**config.mk**
```make
export PLATFORM = sky130hd
export DESIGN_NAME = chrisruk_matrix_pixel_source
export DESIGN_NICKNAME = d
export VERILOG_FILES = /design/src/rtl/chrisruk_matrix_pixel_source.sv
export SDC_FILE = /design/constraint.sdc
export NUM_CORES = 1
export LEC_CHECK = 0
export CAP_MARGIN = 25
export CORE_MARGIN = 1
export CORE_UTILIZATION = 50
export DETAILED_ROUTE_END_ITERATION = 16
export GPL_TIMING_DRIVEN = 0
export PLACE_DENSITY = 0.8
export SLEW_MARGIN = 25
export SYNTH_ARGS = -nofsm -noshare
export SYNTH_HDL_FRONTEND = slang
export SYNTH_SLANG_ARGS = --single-unit
```
**constraint.sdc**
```tcl
create_clock -name clk -period 3.7 [get_ports clk]
set_input_delay 0.37 -clock clk [delete_from_list [all_inputs] [get_ports clk]]
set_output_delay 0.37 -clock clk [all_outputs]
set_load 0.02 [all_outputs]
```
**src/rtl/chrisruk_matrix_pixel_source.sv**
```systemverilog
// Glyph-ROM pixel generator for an 8x8 serpentine APA102 matrix.
// Streams one 32-bit LED word per LED over valid/ready and cycles glyphs every N frames.
module chrisruk_matrix_pixel_source #(
  parameter int          FRAMES_PER_GLYPH = 16,
  parameter int          NUM_GLYPHS       = 4,
  parameter logic [31:0] FG_WORD          = 32'hF00F0000,
  parameter logic [31:0] BG_WORD          = 32'hF0000000
) (
  input  logic        clk,
  input  logic        reset,
  input  logic        enable,
  input  logic        pix_ready,
  output logic        pix_valid,
  output logic [31:0] pix_data,
  output logic        pix_first,
  output logic        pix_last,
  output logic [1:0]  glyph_idx,
  output logic        frame_done
);

  localparam int                FCNT_W     = $clog2(FRAMES_PER_GLYPH + 1);
  localparam logic [FCNT_W-1:0] FCNT_LAST  = FCNT_W'(FRAMES_PER_GLYPH - 1);
  localparam logic [1:0]        GLYPH_LAST = 2'(NUM_GLYPHS - 1);

  typedef enum logic [1:0] {IDLE, EMIT, DONE} state_t;

  state_t            state, state_nxt;
  logic [5:0]        led_cnt, led_nxt;
  logic [FCNT_W-1:0] frame_cnt, frame_nxt;
  logic [1:0]        glyph_nxt;
  logic              xfer;

  function automatic logic [63:0] glyph_rom(input logic [1:0] g);
    case (g)
      2'd0:    glyph_rom = 64'h0000780C7CCC7600;
      2'd1:    glyph_rom = 64'h0706063E66663B00;
      2'd2:    glyph_rom = 64'h00001E3303331E00;
      default: glyph_rom = 64'h3830303E33336E00;
    endcase
  endfunction

  // Even rows run right-to-left on the panel, so their column index is mirrored.
  function automatic logic [31:0] led_word(input logic [1:0] g, input logic [5:0] p);
    logic [5:0]  k;
    logic [63:0] bits;
    k    = p[3] ? p : {p[5:3], ~p[2:0]};
    bits = glyph_rom(g);
    return bits[~k] ? FG_WORD : BG_WORD;
  endfunction

  assign pix_valid  = (state == EMIT);
  assign frame_done = (state == DONE);
  assign xfer       = pix_valid & pix_ready;

  always_comb begin
    state_nxt = state;
    led_nxt   = led_cnt;
    frame_nxt = frame_cnt;
    glyph_nxt = glyph_idx;
    case (state)
      IDLE: begin
        if (enable) begin
          state_nxt = EMIT;
          led_nxt   = 6'd0;
        end
      end
      EMIT: begin
        if (xfer) begin
          if (led_cnt == 6'd63) state_nxt = DONE;
          else                  led_nxt   = led_cnt + 6'd1;
        end
      end
      DONE: begin
        led_nxt = 6'd0;
        if (frame_cnt == FCNT_LAST) begin
          frame_nxt = '0;
          glyph_nxt = (glyph_idx == GLYPH_LAST) ? 2'd0 : glyph_idx + 2'd1;
        end else begin
          frame_nxt = frame_cnt + FCNT_W'(1);
        end
        state_nxt = enable ? EMIT : IDLE;
      end
      default: state_nxt = IDLE;
    endcase
  end

  always_ff @(posedge clk or posedge reset) begin
    if (reset) begin
      state     <= IDLE;
      led_cnt   <= 6'd0;
      frame_cnt <= '0;
      glyph_idx <= 2'd0;
    end else begin
      state     <= state_nxt;
      led_cnt   <= led_nxt;
      frame_cnt <= frame_nxt;
      glyph_idx <= glyph_nxt;
    end
  end

  // Output word is looked up from the next LED/glyph so it is ready the cycle EMIT is entered.
  always_ff @(posedge clk or posedge reset) begin
    if (reset) begin
      pix_data  <= '0;
      pix_first <= 1'b0;
      pix_last  <= 1'b0;
    end else if (state_nxt == EMIT) begin
      pix_data  <= led_word(glyph_nxt, led_nxt);
      pix_first <= (led_nxt == 6'd0);
      pix_last  <= (led_nxt == 6'd63);
    end else begin
      pix_data  <= '0;
      pix_first <= 1'b0;
      pix_last  <= 1'b0;
    end
  end

endmodule

```
Word level (Yosys, flattened, before mapping)
Cells that the tools add are included.

word-level totals
  flip-flop bits (word level) = 49
  output and inout port bits = 38

operators by class
  add/sub/neg operators = 3
  order comparisons = 1
  eq/ne operators = 9
  muxes and demuxes = 22
  bitwise logic cells = 3
  reductions and logical operators = 3

operator list
  cell                                                        count
  one-hot mux 62 bit (3 select lines)                         1
  2-to-1 mux 64 bit                                           1
  2-to-1 mux 32 bit                                           1
  2-to-1 mux 20 bit                                           1
  2-to-1 mux 6 bit                                            3
  one-hot mux 6 bit (3 select lines)                          1
  == test 6 bit, second input constant                        2
  2-to-1 mux 2 bit                                            6
  less-than comparator 6 x 7 -> 1 bit, second input constant  1
  adder 6 x 1 -> 6 bit, second input constant                 1
  binary-select mux 1 bit (select 6 bit)                      1
  == test 2 x 1 -> 1 bit, second input constant               3
  == test 2 bit, second input constant                        3
  logical NOT 6 bit                                           1
  inverter 6 bit                                              1
  one-hot mux 2 bit (3 select lines)                          1
  adder 5 x 1 -> 5 bit, second input constant                 1
  == test 5 x 4 -> 1 bit, second input constant               1
  2-to-1 mux 5 bit                                            1
  logical NOT 2 bit                                           2
  2-to-1 mux 1 bit                                            4
  2-to-1 mux 4 bit                                            1
  inverter 3 bit                                              1
  adder 2 x 1 -> 2 bit, second input constant                 1
  bitwise AND 1 bit                                           1

Depth between registers and ports, before layout
  word-level depth = 11
  depth in mapped cells = 14
  depth with buffers taken out = 13

Worst setup path after synthesis
No wires, ideal clock.

  path kind = register to register
  start point = register led_cnt[0]
  end point = register pix_data[19]
  library setup time = 104 ps
  data arrival time = 2646 ps
  data required time = 3596 ps
  path slack = 951 ps
  cell stages (with the launch flop) = 13
  buffers on the path = 1
  cells stage by stage = dfrtp_1 -> ha_1 -> and4_4 -> a21oi_1 -> nand2_1 -> a31o_2 -> ha_1 -> clkbuf_1 -> inv_1 -> nor2_1 -> o2111ai_1 -> and3_1 -> o311ai_1

between the ends
  word-level cells in the longest chain between the ends = 11
  elaborated cells between the ends (all ways) = 17

RTL lines
  element                                                       line    text
  start, declared                                               28      logic [5:0] led_cnt, led_nxt;
  start signal, assigned                                        95      led_cnt <= led_nxt;
  adder 6 x 1 -> 6 bit / == test 6 bit (equally long branches)  70, 69
  2-to-1 mux 6 bit (*)                                          69      if (led_cnt == 6'd63) state_nxt = DONE;
  2-to-1 mux 6 bit (*)                                          68      if (xfer) begin
  one-hot mux 6 bit (3 select lines) (*)                        60      case (state)
  net led_nxt[2]                                                28
  inverter 3 bit                                                46      k = p[3] ? p : {p[5:3], ~p[2:0]};
  2-to-1 mux 4 bit (*)                                          46
  inverter 6 bit (*)                                            48      return bits[~k] ? FG_WORD : BG_WORD;
  binary-select mux 1 bit (select 6 bit) (*)                    48
  2-to-1 mux 1 bit (implied by the code) (*)                    48
  2-to-1 mux 20 bit (*)                                         48
  2-to-1 mux 32 bit (*)                                         107     end else if (state_nxt == EMIT) begin
  end signal, assigned                                          108     pix_data <= led_word(glyph_nxt, led_nxt);
  end, declared                                                 14      output logic [31:0] pix_data,

The timed path passes the listed nets; every way through them passes the cells marked *. The select of a mux whose other input is x is not followed.
A chain may end at the register's enable or synchronous reset.

Final worst setup path
  start point = input port pix_ready
  end point = register pix_data[19]

between the ends
  elaborated cells between the ends (all ways) = 13

RTL lines
  element                                 line  text
  start, declared                         12    input logic pix_ready,
  bitwise AND 1 bit                       53    assign xfer = pix_valid & pix_ready;
  2-to-1 mux 6 bit                        68
  one-hot mux 6 bit (3 select lines)      60
  net led_nxt[3]                          28
  2-to-1 mux 4 bit                        46
  inverter 6 bit                          48
  binary-select mux 1 bit (select 6 bit)  48
  2-to-1 mux 1 bit (implied by the code)  48
  2-to-1 mux 20 bit                       48
  2-to-1 mux 32 bit                       107

The timed path passes the listed nets, and every way through them passes these cells. The select of a mux whose other input is x is not followed.

==> impl_metrics.json <==
{
  "crit_slowest_cell": "clkdlybuf4s50_1",
  "timing.slew.headroom_pct": 50.0,
  "final_nets": 260,
  "clock_path_buffers": 2,
  "clock-skew-final_ns": 0.000684,
  "n_fill_cell": 315,
  "status": "completed",
  "finalHoldViolCount": 0,
  "synth_top_cell_area_share_pct": 26.9,
  "total_power_mw": 1.58,
  "drc_errors": 0,
  "dp_hpwl_microns": 2750,
  "drtPass1Iterations": 5,
  "irDropWorstVdd_uv": 399,
  "num_rows": 21,
  "async_flop_share_pct": 100,
  "die_y_microns": 61.5,
  "worst-path-buf-inv": 4,
  "start_util_pct": 52.6,
  "drt_iter0_markers": 106,
  "fin_crit_ns": 3.38,
  "multi_input_area_sq_mm": 0.00105,
  "place_inst": 286,
  "critPathMaxStageDelay_ns": 0.62,
  "drv_slew": 0,
  "synth_most_common_cell": "buf_4",
  "via_count": 1544,
  "totalNegativeSetupSlack_ns": 0,
  "powerDensity_mw_per_mm2": 749,
  "r2r_cells": 12,
  "grt.total_usage_pct": 20.6,
  "antenna_found_initial": 0,
  "grt_max_degree": 20,
  "cp-start-kind": "primary input",
  "synth-seq-cells": 19,
  "arrival_ns": 3.58,
  "crit_required_ns": 3.89,
  "grt_setup_unrepaired": "no",
  "cp_max_fo": 11,
  "ioPinCount": 42,
  "cts_root_buf": "clkbuf_4",
  "h-tree-depth": 1,
  "final_cells": 290,
  "die_area_sq_mm": 0.00378,
  "grt_pass1_vias": 1266,
  "drt-total-wl_microns": 3650,
  "synth_common_cells": "buf_4, dfrtp_1, nand2_1",
  "ys_types": 61,
  "synthCells": 200,
  "synth_ff_type": "dfrtp_1",
  "setup_violations": 0,
  "wire_per_inst_microns": 12.6,
  "antenna_cells": 0,
  "final_util_pct": 62.7,
  "path_class": "primary input to flip-flop",
  "synth.largest_area_cell": "dfrtp_1",
  "synthesis.area_sq_mm": 0.00177,
  "cts_tree": "built",
  "worstHoldPathType": "primary input to async pin",
  "synthToLayoutAreaGrowth_pct": 19.3,
  "fp.coreArea_sq_mm": 0.00336,
  "clock_latency_ns": 0.29,
  "end_kind": "flip-flop",
  "path_delay_family": "buffers and inverters",
  "grt_pass1_wl_microns": 5780,
  "worstSetupPathDepth": 12,
  "yosysSeqAreaShare_pct": 26.9,
  "final-seq-area_sq_um": 475,
  "avgSynthCellArea_sq_um": 8.84,
  "synth_edf_count": 0,
  "static-leakage-power_nw": 1.02,
  "max_freq_ghz": 0.295,
  "place.port_buffers": 17,
  "route.antenna.remaining_nets": 0,
  "yosysWarnings": 0,
  "cts_setup_buffers": 0,
  "numCtsBuffers": 3,
  "worstMarginPinSlew_ns": 0.749,
  "cp_cell_sequence": "clkdlybuf4s50_1, and4_4, o221ai_2, a41oi_4, buf_2, ha_1, clkbuf_1, inv_1, nor2_1, o2111ai_1, and3_1, o311ai_1",
  "cts_sinks": 19,
  "routabilityCongestion": 0.905,
  "die_w_microns": 61.5,
  "grt_overflow": 0,
  "hold_buffers": 0,
  "drive_gt1_share_pct": 25.0,
  "post_cts_resized": 0,
  "synth.area.top_cells": "dfrtp_1, buf_4, ha_1",
  "cts.clk_slew.worst_paths_ns": 0.11,
  "drv_cap": 0,
  "vias_per_cell": 5.32,
  "min_period_over_period_pct": 91.5
}
[final timing paths]
| kind | start | endpoint | slack (ns) |
|---|---|---|---|
| setup / recovery | pix_ready | pix_data[19] | 0.32 |
| max in group asynchronous | reset | led_cnt[2] | 2.74 |
| hold / removal | reset | pix_first | 0.50 |
| min in group clk | frame_cnt[4] | frame_cnt[4] | 0.51 |
| hold reg to reg | frame_cnt[4] | frame_cnt[4] | 0.51 |
| setup reg to reg | led_cnt[0] | pix_data[19] | 0.42 |
[sequential cells by signal (all words and copies together) (netlist names)]
register	flops
pix_last	1
state	2
glyph_idx	2
led_cnt	6
pix_first	1
frame_cnt	5
pix_data	2
[layout make-up]
type                    instances  area share [%]
plain buffers                  38            13.0
repair buffers                 17            8.07
flip-flops and latches         19            22.5
well taps                      46            2.73
clock buffers                   3            1.07
clock inverters                 1           0.237
inverters                      11            2.31
multi-input cells             155            50.0
[worst register-to-register path: stages, from the launching register on]
cell       delay, ns
dfrtp_1         0.43
ha_1            0.23
and4_4          0.26
nand2_2         0.08
a41oi_4         0.33
buf_2           0.30
ha_1            0.17
clkbuf_1        0.33
inv_1           0.19
nor2_1          0.25
o2111ai_1       0.14
and3_1          0.17
o311ai_1        0.30
[stage by stage]
stage / setup slack (ns) / area (sq um) / hold WS, ns
6_report: 0.315 / 2110 / 0.495
5_1_grt: 0.0124 / 2110 / 0.535
4_1_cts: 0.385 / 2110 / 0.508
3_5_place_dp: 0.0673 / 2080 / 0.471
3_3_place_gp: 0.0682 / 2080 / 0.472
2_1_floorplan: 0.951 / 1850 / 0.321
[cell families after synthesis]
logic type | count (synthesis) | synth area share [%]
AO/OA/AOI/OAI | 50 | 21.2
XOR/XNOR | 3 | 1.91
adder cells (fa/ha/maj) | 11 | 7.78
buffers and inverters | 49 | 18.3
flip-flops | 19 | 26.9
multiplexers | 4 | 2.90
other | 1 | 0.212
AND/OR/NAND/NOR | 63 | 20.7
[power by group]
part	leakage (nW)	switching, mW	internal, mW	total [mW]
combinational	0.763	0.664	0.501	1.16
clock	0.0177	0.0659	0.0403	0.106
sequential	0.241	0.0562	0.254	0.310
[layer usage]
| layer | up-vias | global-route usage, % | routed length, microns |
|---|---|---|---|
| li1 | 760 | - | - |
| met1 | 710 | 27.3 | 1550 |
| met3 | 4 | 3.36 | 265 |
| met5 | - | 0 | 0 |
| met2 | 70 | 35.2 | 1820 |
| met4 | 0 | 5.08 | 19 |
[cell usage in the layout, fill, tap and decap left out, types with 9 or more instances in the layout]
cell type        instances
nor2_1                  10
conb_1                  24
buf_4                   32
ha_1                    11
nand2_1                 15
clkdlybuf4s50_1         17
nand3_1                  9
o21ai_0                 11
dfrtp_1                 19
No activity file was read; power rests on OpenSTA's default activity.
